$ cat src/rtl/ta_cap_window.sv
// ---------------------------------------------------------------------------
// ta_cap_window
//
// Capture-window sequencer for the 250 MHz domain. A rising edge of the
// trigger stage's merge_en level (seen while idle) starts a window: the
// block waits cap_dly cycles, then writes the next cap_len qualified ADC
// samples into the capture RAM at addresses 0,1,2,... When the window
// closes it pulses cap_cmpt for one cycle, which ends merge_en upstream
// and re-arms the trigger. Dropping merge_en early aborts the window
// without cap_cmpt.
//
// Optional feature macro: CAP_TIMEOUT_EN
//   defined   : a stall of TO_CYC consecutive cycles without adc_valid while
//               capturing closes the window (cap_cmpt) and sets sticky cap_to.
//   undefined : no stall counter, cap_to tied low, capture waits forever.
//
// Ports
//   clk250    in   only clock
//   rst       in   asynchronous, active-high reset
//   merge_en  in   capture request level
//   cap_dly   in   delay before capture, latched at start
//   cap_len   in   samples per window (clamped to 2^AW), latched at start
//   adc_valid in   adc_data qualifier
//   adc_data  in   ADC sample
//   wr_en     out  RAM write strobe
//   wr_addr   out  RAM write address (sample index)
//   wr_data   out  RAM write data
//   cap_cmpt  out  one-cycle window-complete pulse
//   cap_busy  out  high while delaying or capturing
//   cap_to    out  sticky stall-timeout flag, cleared at the next start
// All outputs are registered.
// ---------------------------------------------------------------------------
module ta_cap_window #(
  parameter int DW     = 14,
  parameter int AW     = 10,
  parameter int DLYW   = 16,
  parameter int TO_CYC = 1024
) (
  input  logic            clk250,
  input  logic            rst,
  input  logic            merge_en,
  input  logic [DLYW-1:0] cap_dly,
  input  logic [AW:0]     cap_len,
  input  logic            adc_valid,
  input  logic [DW-1:0]   adc_data,
  output logic            wr_en,
  output logic [AW-1:0]   wr_addr,
  output logic [DW-1:0]   wr_data,
  output logic            cap_cmpt,
  output logic            cap_busy,
  output logic            cap_to
);

  localparam logic [1:0] S_IDLE  = 2'd0;
  localparam logic [1:0] S_DELAY = 2'd1;
  localparam logic [1:0] S_CAPT  = 2'd2;
  localparam logic [1:0] S_DONE  = 2'd3;

  localparam logic [AW:0]     MAX_LEN = {1'b1, {AW{1'b0}}};
  localparam logic [AW:0]     IDX_ONE = {{AW{1'b0}}, 1'b1};
  localparam logic [DLYW-1:0] DLY_ONE = {{(DLYW-1){1'b0}}, 1'b1};

  logic [1:0]      state_q, state_d;
  logic            merge_prev_q, merge_prev_d;   // merge_en one cycle ago
  logic [DLYW-1:0] dly_cnt_q, dly_cnt_d;
  logic [AW:0]     len_q, len_d;
  logic [AW:0]     idx_q, idx_d;                 // next sample index
  logic            wr_en_q, wr_en_d;
  logic [AW-1:0]   wr_addr_q, wr_addr_d;
  logic [DW-1:0]   wr_data_q, wr_data_d;
  logic            cmpt_q, cmpt_d;
  logic            busy_q, busy_d;

  logic            start;
  logic [AW:0]     len_clamped;
  logic [AW:0]     idx_inc;
  logic            last_accept;

`ifdef CAP_TIMEOUT_EN
  localparam int STALL_W = $clog2(TO_CYC + 1);
  logic [STALL_W-1:0] stall_q, stall_d;          // consecutive idle CAPT cycles
  logic               to_q, to_d;
`endif

  assign start       = merge_en && !merge_prev_q;
  assign len_clamped = (cap_len > MAX_LEN) ? MAX_LEN : cap_len;
  assign idx_inc     = idx_q + IDX_ONE;
  // idx never exceeds len-1 < 2^AW, so idx_inc cannot overflow and wr_addr
  // never wraps within a window.
  assign last_accept = adc_valid && (idx_inc == len_q);

  // NOTE: combinational next-state logic assigns every *_d a default first so
  // that no path through the case statement leaves a signal unassigned,
  // which would otherwise infer a latch.
  always_comb begin
    state_d      = state_q;
    merge_prev_d = merge_en;
    dly_cnt_d    = dly_cnt_q;
    len_d        = len_q;
    idx_d        = idx_q;
    wr_en_d      = 1'b0;
    wr_addr_d    = wr_addr_q;
    wr_data_d    = wr_data_q;
    cmpt_d       = 1'b0;
`ifdef CAP_TIMEOUT_EN
    stall_d      = stall_q;
    to_d         = to_q;
`endif

    case (state_q)
      S_IDLE: begin
        if (start) begin
          dly_cnt_d = cap_dly;
          len_d     = len_clamped;
          idx_d     = '0;
`ifdef CAP_TIMEOUT_EN
          stall_d   = '0;
          to_d      = 1'b0;
`endif
          state_d   = (cap_dly != '0) ? S_DELAY : S_CAPT;
        end
      end

      S_DELAY: begin
        // Entered with dly_cnt = D > 0; leaving when it reads 1 gives
        // exactly D cycles in this state.
        if (!merge_en) begin
          state_d = S_IDLE;
        end else if (dly_cnt_q == DLY_ONE) begin
          state_d = S_CAPT;
        end else begin
          dly_cnt_d = dly_cnt_q - DLY_ONE;
        end
      end

      S_CAPT: begin
        if (len_q == '0) begin
          // Empty window: complete without writing.
          state_d = S_DONE;
          cmpt_d  = 1'b1;
        end else if (last_accept) begin
          // Completion takes priority over a simultaneous merge_en drop.
          wr_en_d   = 1'b1;
          wr_addr_d = idx_q[AW-1:0];
          wr_data_d = adc_data;
          idx_d     = idx_inc;
          state_d   = S_DONE;
          cmpt_d    = 1'b1;
        end else if (!merge_en) begin
          state_d = S_IDLE;
        end else if (adc_valid) begin
          wr_en_d   = 1'b1;
          wr_addr_d = idx_q[AW-1:0];
          wr_data_d = adc_data;
          idx_d     = idx_inc;
`ifdef CAP_TIMEOUT_EN
          stall_d   = '0;
        end else if (stall_q == STALL_W'(TO_CYC - 1)) begin
          state_d = S_DONE;
          cmpt_d  = 1'b1;
          to_d    = 1'b1;
        end else begin
          stall_d = stall_q + STALL_W'(1);
`endif
        end
      end

      S_DONE: begin
        state_d = S_IDLE;
      end

      default: begin
        state_d = S_IDLE;
      end
    endcase

    busy_d = (state_d == S_DELAY) || (state_d == S_CAPT);
  end

  // NOTE: state registers use non-blocking assignments so every flop samples
  // the values computed before the edge, independent of statement order.
  always_ff @(posedge clk250 or posedge rst) begin
    if (rst) begin
      state_q      <= S_IDLE;
      merge_prev_q <= 1'b0;
      dly_cnt_q    <= '0;
      len_q        <= '0;
      idx_q        <= '0;
      wr_en_q      <= 1'b0;
      wr_addr_q    <= '0;
      wr_data_q    <= '0;
      cmpt_q       <= 1'b0;
      busy_q       <= 1'b0;
    end else begin
      state_q      <= state_d;
      merge_prev_q <= merge_prev_d;
      dly_cnt_q    <= dly_cnt_d;
      len_q        <= len_d;
      idx_q        <= idx_d;
      wr_en_q      <= wr_en_d;
      wr_addr_q    <= wr_addr_d;
      wr_data_q    <= wr_data_d;
      cmpt_q       <= cmpt_d;
      busy_q       <= busy_d;
    end
  end

`ifdef CAP_TIMEOUT_EN
  always_ff @(posedge clk250 or posedge rst) begin
    if (rst) begin
      stall_q <= '0;
      to_q    <= 1'b0;
    end else begin
      stall_q <= stall_d;
      to_q    <= to_d;
    end
  end

  assign cap_to = to_q;
`else
  assign cap_to = 1'b0;
`endif

  assign wr_en    = wr_en_q;
  assign wr_addr  = wr_addr_q;
  assign wr_data  = wr_data_q;
  assign cap_cmpt = cmpt_q;
  assign cap_busy = busy_q;

endmodule

$ cat config.mk
export PLATFORM = sky130hd
export DESIGN_NAME = ta_cap_window
export DESIGN_NICKNAME = d
export VERILOG_FILES = /design/src/rtl/ta_cap_window.sv
export SDC_FILE = /design/constraint.sdc
export NUM_CORES = 1
export LEC_CHECK = 0
export CAP_MARGIN = 20
export CORE_MARGIN = 10
export CORE_UTILIZATION = 41
export CTS_BUF_LIST = sky130_fd_sc_hd__clkbuf_8
export CTS_CLUSTER_DIAMETER = 100
export DETAILED_ROUTE_END_ITERATION = 8
export GPL_TIMING_DRIVEN = 0
export PLACE_DENSITY = 0.74
export SLEW_MARGIN = 10
export SYNTH_ARGS = -nofsm -noshare
export SYNTH_HDL_FRONTEND = slang
export SYNTH_SLANG_ARGS = --single-unit
$ cat constraint.sdc
create_clock -name clk250 -period 4.4 [get_ports clk250]
set_input_delay 0.44 -clock clk250 [delete_from_list [all_inputs] [get_ports clk250]]
set_output_delay 0.44 -clock clk250 [all_outputs]
set_load 0.01 [all_outputs]
==> results, run 1 <==
- Buffers added to address setup during post-CTS repair amount to 0.
- STA classifies the critical path startpoint as a flop.
- Dividing total power by cell area gives a power density of between 300 and 400 mW/mm^2.
- For this run, the number of Yosys warnings is 0.
- The die is 115.3 microns wide.
- The clock latency of the later-clocked register in the worst-skew pair is 0.34 ns.
- The synthesized design contains 0 enable-type register cells.
- The final-report max-slew violation count is 0.
- The mean area per synthesized cell is 9.754 sq um.
- Row generation in the floorplan step produced 34 rows.
- The number of clock sinks is 68.
- The total congestion overflow after global routing is 0.
- In this run the critical register-to-register path is captured at wr_data[3].
- The final critical path takes up 71.94% of the cycle.
- The HPWL after detailed placement is around 7300 microns.
- Routability-driven placement finished with a final weighted congestion of slightly above 0.9.
- Summing over every cut layer, the via total after detailed routing is 3246.
- The sequential area share after synthesis is 45.67%.
- The first TritonRoute pass finished after 4 iterations.
- The via count of the first global-routing pass is around 3.2k.
- The total negative slack is 0 ns.
- The count of unique library cells instantiated by Yosys is 58.
- The maximum clock frequency is 315.9 MHz.
- The leakage power of the design is 2.025 nW.
- The final hold violation count is 0.
- Pin placement for this block handled 73 I/O pins.
- The fraction of registers with async set/reset is 100.0%.
- Along the worst path, the maximum fanout reaches 10.
- For flop-to-flop paths, the worst setup slack is roughly 1.2 ns.
- In the layout the commonest cells are clkdlybuf4s50_1 (71), dfrtp_1 (68), o21ai_0 (39).
- The post-synth net total is 430.
- The critical path in this run is classified as reg -> reg.
- In the routed design, unresolved DRC markers number 0.
- The slew at the pin closest to its max-slew limit is about 0.83 ns.
- Counting flops and latches in the post-synthesis netlist gives 68.
- Data on the critical path arrives at its endpoint at between 3 and 4 ns.
- The share of cells above drive strength 1 is 10.64%.
- The area growth from synthesis to layout is 30.59%.
- The data required time of the worst path is roughly 4.6 ns.
- On the final layout, the worst clock skew is ~0.013 ns.
- The cell count after synthesis is 382.
- The number of port buffers is 71.
- The worst pin sits at a relative slew slack of 44.36%.
- The core outline area is 0.008763 sq mm.
- The worst hold path class is in -> async.
- The run finished with clean final reports.
- The register clock-pin slew on the reported worst setup and hold paths is roughly 0.080 ns.
- 0 antenna diodes ended up in the layout.
- The final layout contains routed wiring with a total length of 9587 microns.
- The startpoint identified for the worst register-to-register timing path is idx_q[0].
- The overall fraction of global-route tracks in use is around 15%.
- The first global-routing pass estimated around 16000 microns of wire.
- After the first detailed-routing iteration, the DRC count stood at 192.
- The placement-stage worst setup slack is 1.264 ns.
- The library cell used most frequently in the layout, excluding fill and tap cells, is clkdlybuf4s50_1.
- Setup repair after global routing left no endpoint under its margin.
- The number of buffers added to fix hold violations after cts is 0.
- The total power draw is about 1.7 mW.
- The worst reg2reg path depth is 11.
- The cell area after technology mapping is between 0.003 and 0.004 sq mm.
- The count of endpoints failing setup in the final report is 0.
- The net count of the finished layout is 513.
- The initial antenna violation count was 0.
- IR analysis of the VDD net gives a maximum drop of 0.0001720 V.
- The detail-routed net length per standard cell is 16.59 microns.
- The longest clock path from root to sink contains 2 buffers.
- The die span in y is 115.3 microns.
- The CTS tree is yes.
- TritonCTS created 9 clock buffers.
- The root buffer cell chosen for the clock tree is clkbuf_8.
- For this block, wires on met1 add up to 4581 microns.
- The floorplan step defined a die boundary enclosing 0.01330 sq mm.
- The worst path meets setup with 1.235 ns of slack.
- Max-cap violations in this run came to 0.
- The initial utilization of the core area, before any placement, comes to between 40% and 50%.
- Entering global routing, the biggest net connects 53 pins.
- In the detailed route, the total length drawn on met2 is 4234 microns.
- The number of nets still failing antenna checks after routing is 0.
- The wire length on met3 is approximately 650 microns.
- The number of H-tree levels is 3.
- On the final layout, the worst hold slack is approximately 0.38 ns.
- The timing endpoint of the critical path is wr_data[3].
- The worst setup path is captured at a flop.
- The highest routing layer actually used is met4.
- The final critical delay including setup and external delays is around 3.2 ns.
- In this run the worst setup path begins at idx_q[0].
- In the routed layout, each cell is associated on average with a via count of 5.616.
- Post-CTS repair changed the size of 0 cells.
- The most instantiated flip-flop cell in the synthesis netlist is dfrtp_1.
-- synth_stat cells (2+ instances only) --
library cell / count / area share [%]
and2_1: 7 / 1.2
mux2_2: 11 / 3.3
a22oi_1: 3 / 0.60
nor3_1: 12 / 1.6
nor2b_1: 4 / 0.67
nor4_1: 9 / 1.5
buf_4: 4 / 0.81
inv_1: 6 / 0.60
xnor2_1: 11 / 2.6
nor2_1: 23 / 2.3
nand4_1: 3 / 0.50
mux2_1: 8 / 2.4
nand2b_1: 16 / 2.7
a21oi_1: 24 / 3.2
o21ai_0: 39 / 5.2
nand4b_1: 2 / 0.47
a311o_1: 2 / 0.54
buf_6: 4 / 1.2
o211ai_1: 8 / 1.6
clkbuf_1: 14 / 1.4
a211oi_1: 2 / 0.40
a22o_1: 3 / 0.71
ha_1: 3 / 1.0
dfrtp_1: 68 / 46
a31oi_1: 5 / 0.84
a21o_1: 2 / 0.40
and3_1: 7 / 1.2
o2bb2ai_1: 2 / 0.47
nand3b_1: 2 / 0.40
nand3_1: 17 / 2.3
o31ai_1: 6 / 1.2
o41ai_1: 3 / 0.71
nand2_1: 22 / 2.2
mux2_4: 6 / 2.4
-- routing by layer --
layer,track usage [%],up-vias
li1,-,1575
met1,20.06,1538
met2,21.88,119
met3,3.490,14
met4,4.538,0
met5,0,-
-- flip-flops by register name, indices dropped and copies added, names as in the netlist --
register and cells:
dly_cnt_q 16, wr_addr 10, cap_busy 1, idx_q 11, wr_data 14, merge_prev_q 1, len_q 11, cap_cmpt 1
wr_en 1, state_q 2
-- kinds of logic after synthesis --
kind of cell | after synthesis | share of synthesized area, %
buf+inv | 32 | 4.634
compound gates | 112 | 19.04
mux | 25 | 8.160
fa+ha+maj | 3 | 1.007
flops | 68 | 45.67
simple gates | 129 | 18.57
xor+xnor | 12 | 2.821
other cells | 1 | 0.1006
-- report_power, final --
part	internal [mW]	leakage, nW	switching (mW)
clock	0.433	0.131	0.239
combinational	0.128	1.00	0.141
sequential	0.682	0.894	0.0628
-- worst max-delay path, stage by stage (launching register included) --
cell	delay, ns
dfrtp_1	0.49
ha_1	0.32
nand2_1	0.17
or3_4	0.43
o311a_1	0.37
a211oi_2	0.24
a31o_1	0.21
buf_6	0.16
nand2_8	0.08
inv_6	0.09
buf_6	0.15
mux2_1	0.34
-- metrics by stage --
stage               util [%]  std cells  instance area, sq um
CTS                    55.53        578                  4866
finish                 55.53        578                  4866
global route           55.53        578                  4866
global placement       52.17        561                  4572
detailed placement     52.51        562                  4602
floorplan                  -        382                  3726
-- worst min path at each step --
stage / start / to / slack, ns / cells past startpoint
detailed placement: wr_data[5] / wr_data[5] / 0.47 / 1
finish: rst / wr_data[2] / 0.38 / 2
CTS: rst / wr_data[2] / 0.37 / 2
floorplan: dly_cnt_q[8] / dly_cnt_q[8] / 0.47 / 2
global route: rst / wr_data[2] / 0.39 / 2
global placement: wr_data[1] / wr_data[1] / 0.47 / 1
-- cell type report --
type / count / area (sq um)
fillers: 791 / 3897
multi-input cells: 282 / 1852
flip-flops and latches: 68 / 1702
repair buffers: 72 / 738.2
plain buffers: 25 / 141.4
clock inverters: 7 / 140.1
well taps: 108 / 135.1
clock buffers: 9 / 123.9
inverters: 7 / 33.78
Power figures use the tool's default switching activity.
==> inputs of run 2 (changes only) <==
Settings changed: PLACE_DENSITY 0.74 to 0.76.
Clock period 4.4 ns to 2.75 ns, I/O delays scaled along.
==> run 2 against run 1 <==
Against the previous run: sequential cell count did not move; sequential share of layout area rose by 0.21 points; die area did not move; critical path type unchanged; critical endpoint is now wr_addr[0]; largest power group unchanged.
==> results, run 2 (same netlist as run 1, synthesis figures left out) <==
- The worst register-to-register path begins at idx_q[1].
- The switching part of the total is 29.63% (+3.4 points).
- The endpoint class of the critical path is a flop.
- The final critical delay including setup and external delays is 2.640 ns (-0.5253 ns).
- The maximum fanout count along the critical path was 10 (unchanged).
- The family with the most delay on the worst path is simple AND/OR/NAND/NOR gates.
- The clock skew is 0.01831 ns (+0.005510 ns).
- The number of nets at the end of the flow came to 517 (+0.78%).
- The number of buffers added to fix hold violations after cts is 0 (unchanged).
- The clock root buffer is clkbuf_8.
- Counting stages on the worst path, the most repeated cell is buf_6.
- The sum of routed wire length over all layers came to 9710 microns (+1.3%).
- The global-route wire length before repair is 15990 microns (-0.34%).
- The signal on the critical path passes through buf_4 -> nand3_1 -> nor2_1 -> o221ai_1 -> a211oi_2 -> a31o_1 -> buf_6 -> nand2_8 -> buf_6 -> mux2_4.
- The total power draw was 2.380 mW (+41%).
- The power share of the combinational group is 18.7% (+2.7 points).
- The register clock-pin slew on the reported worst setup and hold paths was 0.08 ns (about the same).
- The largest buffer count on any clock path came to 2 (unchanged).
- The post-route clock period utilization is 96.00% (+24 points).
- The number of standard-cell rows in the floorplan is 34 (unchanged).
- The cell internal power dissipation is 1.675 mW (+35%).
- The detailed-router iteration count before antenna repair is 5 (+1).
- The part of the total power dissipated in the clock network is 31.1% (-8.7 points).
- The flow ran to the end, and the final reports show no timing, DRC or antenna violations.
- The number of nets still failing antenna checks after routing is 0 (unchanged).
- The overall fraction of global-route tracks in use is 14.44% (-0.079 points).
- The initial cell density of the core is 42.52% (unchanged).
- The worst register-to-register path ends at wr_addr[0].
- The leakage power of the design is 2.014 nW (-0.54%).
- Setup repair after global routing left no endpoint under its margin.
- The final-report max-slew violation count was 0 (unchanged).
- The maximum clock frequency is 378.8 MHz (+20%).
- The share of cells above drive strength 1 is 12.45% (+1.8 points).
- The die width was 115.3 microns (unchanged).
- The final weighted congestion in routability-driven placement came to 0.8994 (-1.0%).
- The areal power density over the cells is 491.7 mW/mm^2 (+42%).
- The max capacitance violation total came to 0 (unchanged).
- The area growth from synthesis to layout is 29.92%.
- The most frequent standard cell in the layout excluding fill and tap cells is clkdlybuf4s50_1.
- The number of H-tree levels is 3 (unchanged).
- The total congestion overflow after global routing came to 0 (unchanged).
- The via count of the first global-routing pass is 3274 (+2.4%).
- The initial antenna violation count is 0 (unchanged).
- The area occupied by registers is 0.001703 sq mm (about the same).
- The post-route DRC violation count came to 0 (unchanged).
- The tightest min-delay check is of the in -> async type.
- The reported net switching power is 0.7052 mW (+59%).
- The placement-stage worst setup slack is -0.3249 ns (-1.588 ns).
- The sequential group share of total power was 50.2% (+6.0 points).
- The critical path buffer and inverter count is 3 (unchanged).
- The number of clock sinks was 68 (unchanged).
- The maximum cell stage delay along the critical path is 0.41 ns (-0.08 ns).
- The overall via count from detail_route came to 3363 (+3.6%).
- The core outline area was 0.008763 sq mm (unchanged).
- The maximum resistive drop on vdd was 0.0002459 V (+43%).
- The via density per instance is 5.778 (+2.9%).
- The register with the most flip-flops is dly_cnt_q.
- The HPWL after detailed placement is 7355 microns (+0.78%).
- The flip-flop count of the largest register after layout is 16 (unchanged).
- The total negative slack is 0 ns (unchanged).
- The count of inserted antenna diode cells came to 0 (unchanged).
- TritonCTS built the clock tree.
- The multi-input gate area in the final layout was 0.001879 sq mm (+1.5%).
- The first-iteration detailed-routing DRC count was 166 (-14%).
- The clock latency of the later-clocked register in the worst-skew pair is 0.34 ns (about the same).
- The setup slack on the worst flop-to-flop path is 0.11 ns (-1.12 ns).
- The CTS buffer count is 9 (unchanged).
- The worst reg2reg path depth came to 10 (-1).
- The worst slew margin relative to its limit is 65.29% (+21 points).
- In the layout the commonest cells are clkdlybuf4s50_1 (71), dfrtp_1 (67), o21ai_0 (39).
- The number of placed I/O pins was 73 (unchanged).
- The die footprint came to 0.01330 sq mm (unchanged).
- The class of the most critical setup path is reg -> reg.
- The data required time of the worst path is 2.97 ns (-1.65 ns).
- The number of port buffers is 71 (unchanged).
- The detail-routed net length per standard cell is 16.68 microns (+0.59%).
- The count of endpoints failing setup in the final report was 0 (unchanged).
- The slew at the pin closest to its max-slew limit is 0.5160 ns (-0.3147 ns).
- The final worst setup slack is 0.1099 ns (-1.125 ns).
- The data arrival time of the worst path is 2.86 ns (-0.53 ns).
- The final hold violation count is 0 (unchanged).
- The maximum number of pins on one net before global-route repair is 39 (-26%).
- The die span in y is 115.3 microns (unchanged).
- The number of fill cells is 785 (-0.76%).
- The slowest library cell on the worst path is dfrtp_1.
- STA classifies the critical path startpoint as a flop.
==> run 2: worst max path at each step <==
stage          startpoint  depth (start not counted)          to
6_report         idx_q[1]                         10  wr_addr[0]
5_1_grt          idx_q[1]                         10  wr_addr[3]
4_1_cts          idx_q[1]                         10  wr_data[7]
3_5_place_dp     idx_q[0]                         11  wr_data[0]
3_3_place_gp          rst                          2    len_q[5]
2_1_floorplan    idx_q[0]                         11  wr_data[0]
==> run 2: layer usage <==
metal	track usage, %	share of wire (%)	up-vias
li1	-	-	1576
met1	18.82	45	1617
met2	22.90	45	160
met3	4.323	9.0	10
met5	0	0	-
met4	3.630	0.85	0
==> run 2: stage by stage <==
stage / utilization [%] / std cells / cell area (sq um) / hold WS [ns]
after CTS: 54.97 / 582 / 4817 / 0.2876
after floorplan: - / 382 / 3729 / 0.3064
after global routing: 55.24 / 582 / 4841 / 0.3228
after detailed placement: 52.46 / 562 / 4597 / 0.4763
after global placement: 52.20 / 561 / 4574 / 0.4665
final: 55.24 / 582 / 4841 / 0.2768
==> run 2: area by class of cell <==
| type | instances | area share, % |
|---|---|---|
| sequential | 68 | 35.18 |
| buffer | 23 | 2.610 |
| inverter | 7 | 0.8529 |
| clock buffer | 11 | 3.127 |
| tap | 108 | 2.791 |
| timing repair buffer | 78 | 16.02 |
| clock inverter | 5 | 0.5945 |
| multi-input combinational | 282 | 38.82 |
==> run 2: timing repair <==
item                       4_1_cts  5_1_grt
buffers inserted                 5        1
setup endpoints to repair       34       44
pin swaps                        3        2
gates resized for setup          3        4
==> run 2: power groups by stage <==
stage	registers, mW	clock network [mW]	logic, mW
2_1_floorplan	1.18	0	0.276
3_5_place_dp	1.21	0	0.429
5_1_grt	1.21	0.800	0.497
4_1_cts	1.19	0.752	0.439
6_report	1.19	0.741	0.445
3_3_place_gp	1.21	0	0.416
==> inputs of run 3 (changes only) <==
Settings changed: CORE_UTILIZATION 41 to 39, PLACE_DENSITY 0.76 to 0.73.
==> run 3 against run 2 <==
Against the previous run: sequential cell count stayed put; critical path depth rose by 1; register-to-register slack worse by 0.03 ns; setup slack got worse by 0.031 ns; die area up 4.2%; cell count up 4.6%; global-route usage shrank 0.65 points; cell area is 3.1% higher; critical path type unchanged; critical endpoint is now wr_data[4].
==> results, run 3 (same netlist as run 1, synthesis figures left out) <==
- The family with the most delay on the worst path is compound AO/OA/AOI/OAI gates.
- The die footprint is 0.01386 sq mm (+4.2%).
- The number of placed I/O pins is 73 (unchanged).
- The HPWL after detailed placement came to 7144 microns (-2.9%).
- The worst setup path is captured at a flop.
- The worst reg2reg path depth is 11 (+1).
- The maximum cell stage delay along the critical path is 0.40 ns (about the same).
- The worst hold path class is in -> async.
- The worst slew margin relative to its limit is 64.73% (-0.56 points).
- The clock skew came to 0.01148 ns (-0.006829 ns).
- The number of H-tree levels is 3 (unchanged).
- The switching part of the total is 27.95% (-1.7 points).
- The final worst setup slack is 0.07872 ns (-0.03116 ns).
- The final weighted congestion in routability-driven placement is 0.9351 (+4.0%).
- The slowest library cell on the worst path is dfrtp_1.
- The final-report max-slew violation count is 0 (unchanged).
- The leakage power of the design is 2.090 nW (+3.7%).
- The detail-routed net length per standard cell is 16.19 microns (-2.9%).
- The library cell used most frequently in the layout, excluding fill and tap cells, is clkdlybuf4s50_1.
- The multi-input gate area in the final layout is 0.001887 sq mm (+0.40%).
- The number of nets at the end of the flow was 523 (+1.2%).
- The post-route clock period utilization was 97.14% (+1.1 points).
- The maximum clock frequency is 374.4 MHz (-1.2%).
- The die span in y is 117.7 microns (+2.1%).
- The source of the critical timing path is idx_q[1].
- The detailed-router iteration count before antenna repair is 5 (unchanged).
- The critical path buffer and inverter count was 3 (unchanged).
- The power share of the combinational group is 17.5% (-1.2 points).
- The total negative slack came to 0 ns (unchanged).
- The path length in cells of the critical path is 11 (+1).
- The final hold violation count was 0 (unchanged).
- The areal power density over the cells is 509.9 mW/mm^2 (+3.7%).
- The sum of routed wire length over all layers is 9862 microns (+1.6%).
- The largest buffer count on any clock path is 2 (unchanged).
- The overall via count from detail_route is 3329 (-1.0%).
- The clock latency of the later-clocked register in the worst-skew pair is 0.35 ns (about the same).
- The total power draw was 2.544 mW (+6.9%).
- The initial antenna violation count is 0 (unchanged).
- The number of fill cells was 854 (+8.8%).
- Traced cell by cell, the critical path runs through ha_4 -> nand2_4 -> or3_4 -> o311a_1 -> a211oi_2 -> a31o_1 -> buf_6 -> nand2_8 -> clkinv_8 -> clkbuf_16 -> mux2_1.
- The worst setup path is launched from a flop.
- The via count of the first global-routing pass is 3181 (-2.8%).
- The part of the total power dissipated in the clock network is 35.5% (+4.4 points).
- The via density per instance is 5.466 (-5.4%).
- The cell internal power dissipation is 1.833 mW (+9.4%).
- The setup slack on the worst flop-to-flop path is 0.08 ns (-0.03 ns).
- The register with the most flip-flops is dly_cnt_q.
- The critical path ends at wr_data[4].
- The number of clock sinks is 68 (unchanged).
- The count of endpoints failing setup in the final report came to 0 (unchanged).
- The data required time of the worst path was 2.98 ns (about the same).
- The maximum resistive drop on vdd is 0.0002526 V (+2.7%).
- The initial cell density of the core is 40.13% (-2.4 points).
- The global-route wire length before repair is 16150 microns (+0.95%).
- The startpoint identified for the worst register-to-register timing path is idx_q[1].
- The post-route DRC violation count was 0 (unchanged).
- The maximum fanout count along the critical path came to 8 (-2).
- The area growth from synthesis to layout is 33.92%.
- The class of the most critical setup path is reg -> reg.
- The count of inserted antenna diode cells is 0 (unchanged).
- In the layout the commonest cells are clkdlybuf4s50_1 (71), dfrtp_1 (67), o21ai_0 (39).
- The sequential group share of total power came to 47.0% (-3.2 points).
- The flip-flop count of the largest register after layout is 16 (unchanged).
- The total congestion overflow after global routing is 0 (unchanged).
- The clock root buffer is clkbuf_8.
- The placement-stage worst setup slack is -0.3195 ns (+0.005391 ns).
- The share of cells above drive strength 1 came to 13.75% (+1.3 points).
- The area occupied by registers is 0.001703 sq mm (unchanged).
- The reported net switching power is 0.7112 mW (+0.84%).
- The maximum number of pins on one net before global-route repair is 55 (+41%).
- The register clock-pin slew on the reported worst setup and hold paths is 0.07 ns (about the same).
- The max capacitance violation total was 0 (unchanged).
- The number of nets still failing antenna checks after routing is 0 (unchanged).
- The die width is 117.7 microns (+2.1%).
- The slew at the pin closest to its max-slew limit is 0.5243 ns (+0.008314 ns).
- TritonCTS built the clock tree.
- The capture instance of the worst register-to-register path is wr_data[4].
- The CTS buffer count is 9 (unchanged).
- The number of standard-cell rows in the floorplan was 35 (+2.9%).
- The overall fraction of global-route tracks in use is 13.80% (-0.65 points).
- The core outline area is 0.009284 sq mm (+5.9%).
- The first-iteration detailed-routing DRC count is 178 (+7.2%).
- The flow ran to the end, and the final reports show no timing, DRC or antenna violations.
- The number of port buffers is 71 (unchanged).
- The final critical delay including setup and external delays is 2.671 ns (+0.03116 ns).
- The data arrival time of the worst path is 2.90 ns (+0.04 ns).
## run 3: cell count changes in the layout (fill, tap and decap cells not counted)
cell,change
clkbuf_8,-1
nand2_2,-1
nand2_4,+1
nor2_2,+1
nor2_1,-1
buf_12,-1
buf_8,+1
bufinv_16,+2
buf_16,+1
clkbuf_16,+1
buf_4,+4
clkinv_4,-1
## run 3: metal layers
| metal | track usage, % | share of wire [%] | up-vias |
|---|---|---|---|
| met5 | 0 | 0 | - |
| met4 | 4.946 | 1.8 | 0 |
| met3 | 3.693 | 8.1 | 15 |
| met2 | 20.91 | 44 | 148 |
| met1 | 18.41 | 46 | 1580 |
| li1 | - | - | 1586 |
## run 3: metrics by stage
stage,util (%),instances,cell area (sq um),hold slack (ns)
finish,53.75,609,4990,0.1994
global route,53.75,609,4990,0.2149
CTS,52.82,604,4903,0.1999
detailed placement,49.88,583,4631,0.4751
global placement,49.56,582,4601,0.4669
floorplan,-,382,3729,0.3064
## run 3: worst min-delay path by stage
stage	start	endpoint	slack [ns]	cells after the start
2_1_floorplan	merge_en	merge_prev_q	0.31	0
3_3_place_gp	wr_data[1]	wr_data[1]	0.47	1
3_5_place_dp	wr_data[3]	wr_data[3]	0.48	1
4_1_cts	rst	wr_data[5]	0.20	2
5_1_grt	rst	wr_en	0.21	2
6_report	rst	wr_data[5]	0.20	2
## run 3: power by group through the flow
stage	registers, mW	logic, mW	clock network, mW
after floorplan	1.18	0.276	0
after global placement	1.21	0.417	0
after detailed placement	1.21	0.429	0
after CTS	1.19	0.439	0.922
after global routing	1.21	0.502	0.960
final	1.20	0.445	0.903
## run 3: what timing repair did
| item | in CTS | in global routing |
|---|---|---|
| hold buffers | 0 | 0 |
| pin swaps | 3 | 4 |
| setup buffers | 5 | 5 |
| gates cloned | 0 | 1 |
| endpoints found under the setup margin | 35 | 41 |
| gates resized for setup | 4 | 6 |
## run 3: cell type report
cell class / count / share of cell area [%]
Tap cell: 129 / 3.235
Timing Repair Buffer: 83 / 16.80
Inverter: 7 / 0.8275
Clock buffer: 10 / 2.758
Buffer: 24 / 2.834
Clock inverter: 6 / 1.605
Sequential cell: 68 / 34.13
Multi-Input combinational cell: 282 / 37.81
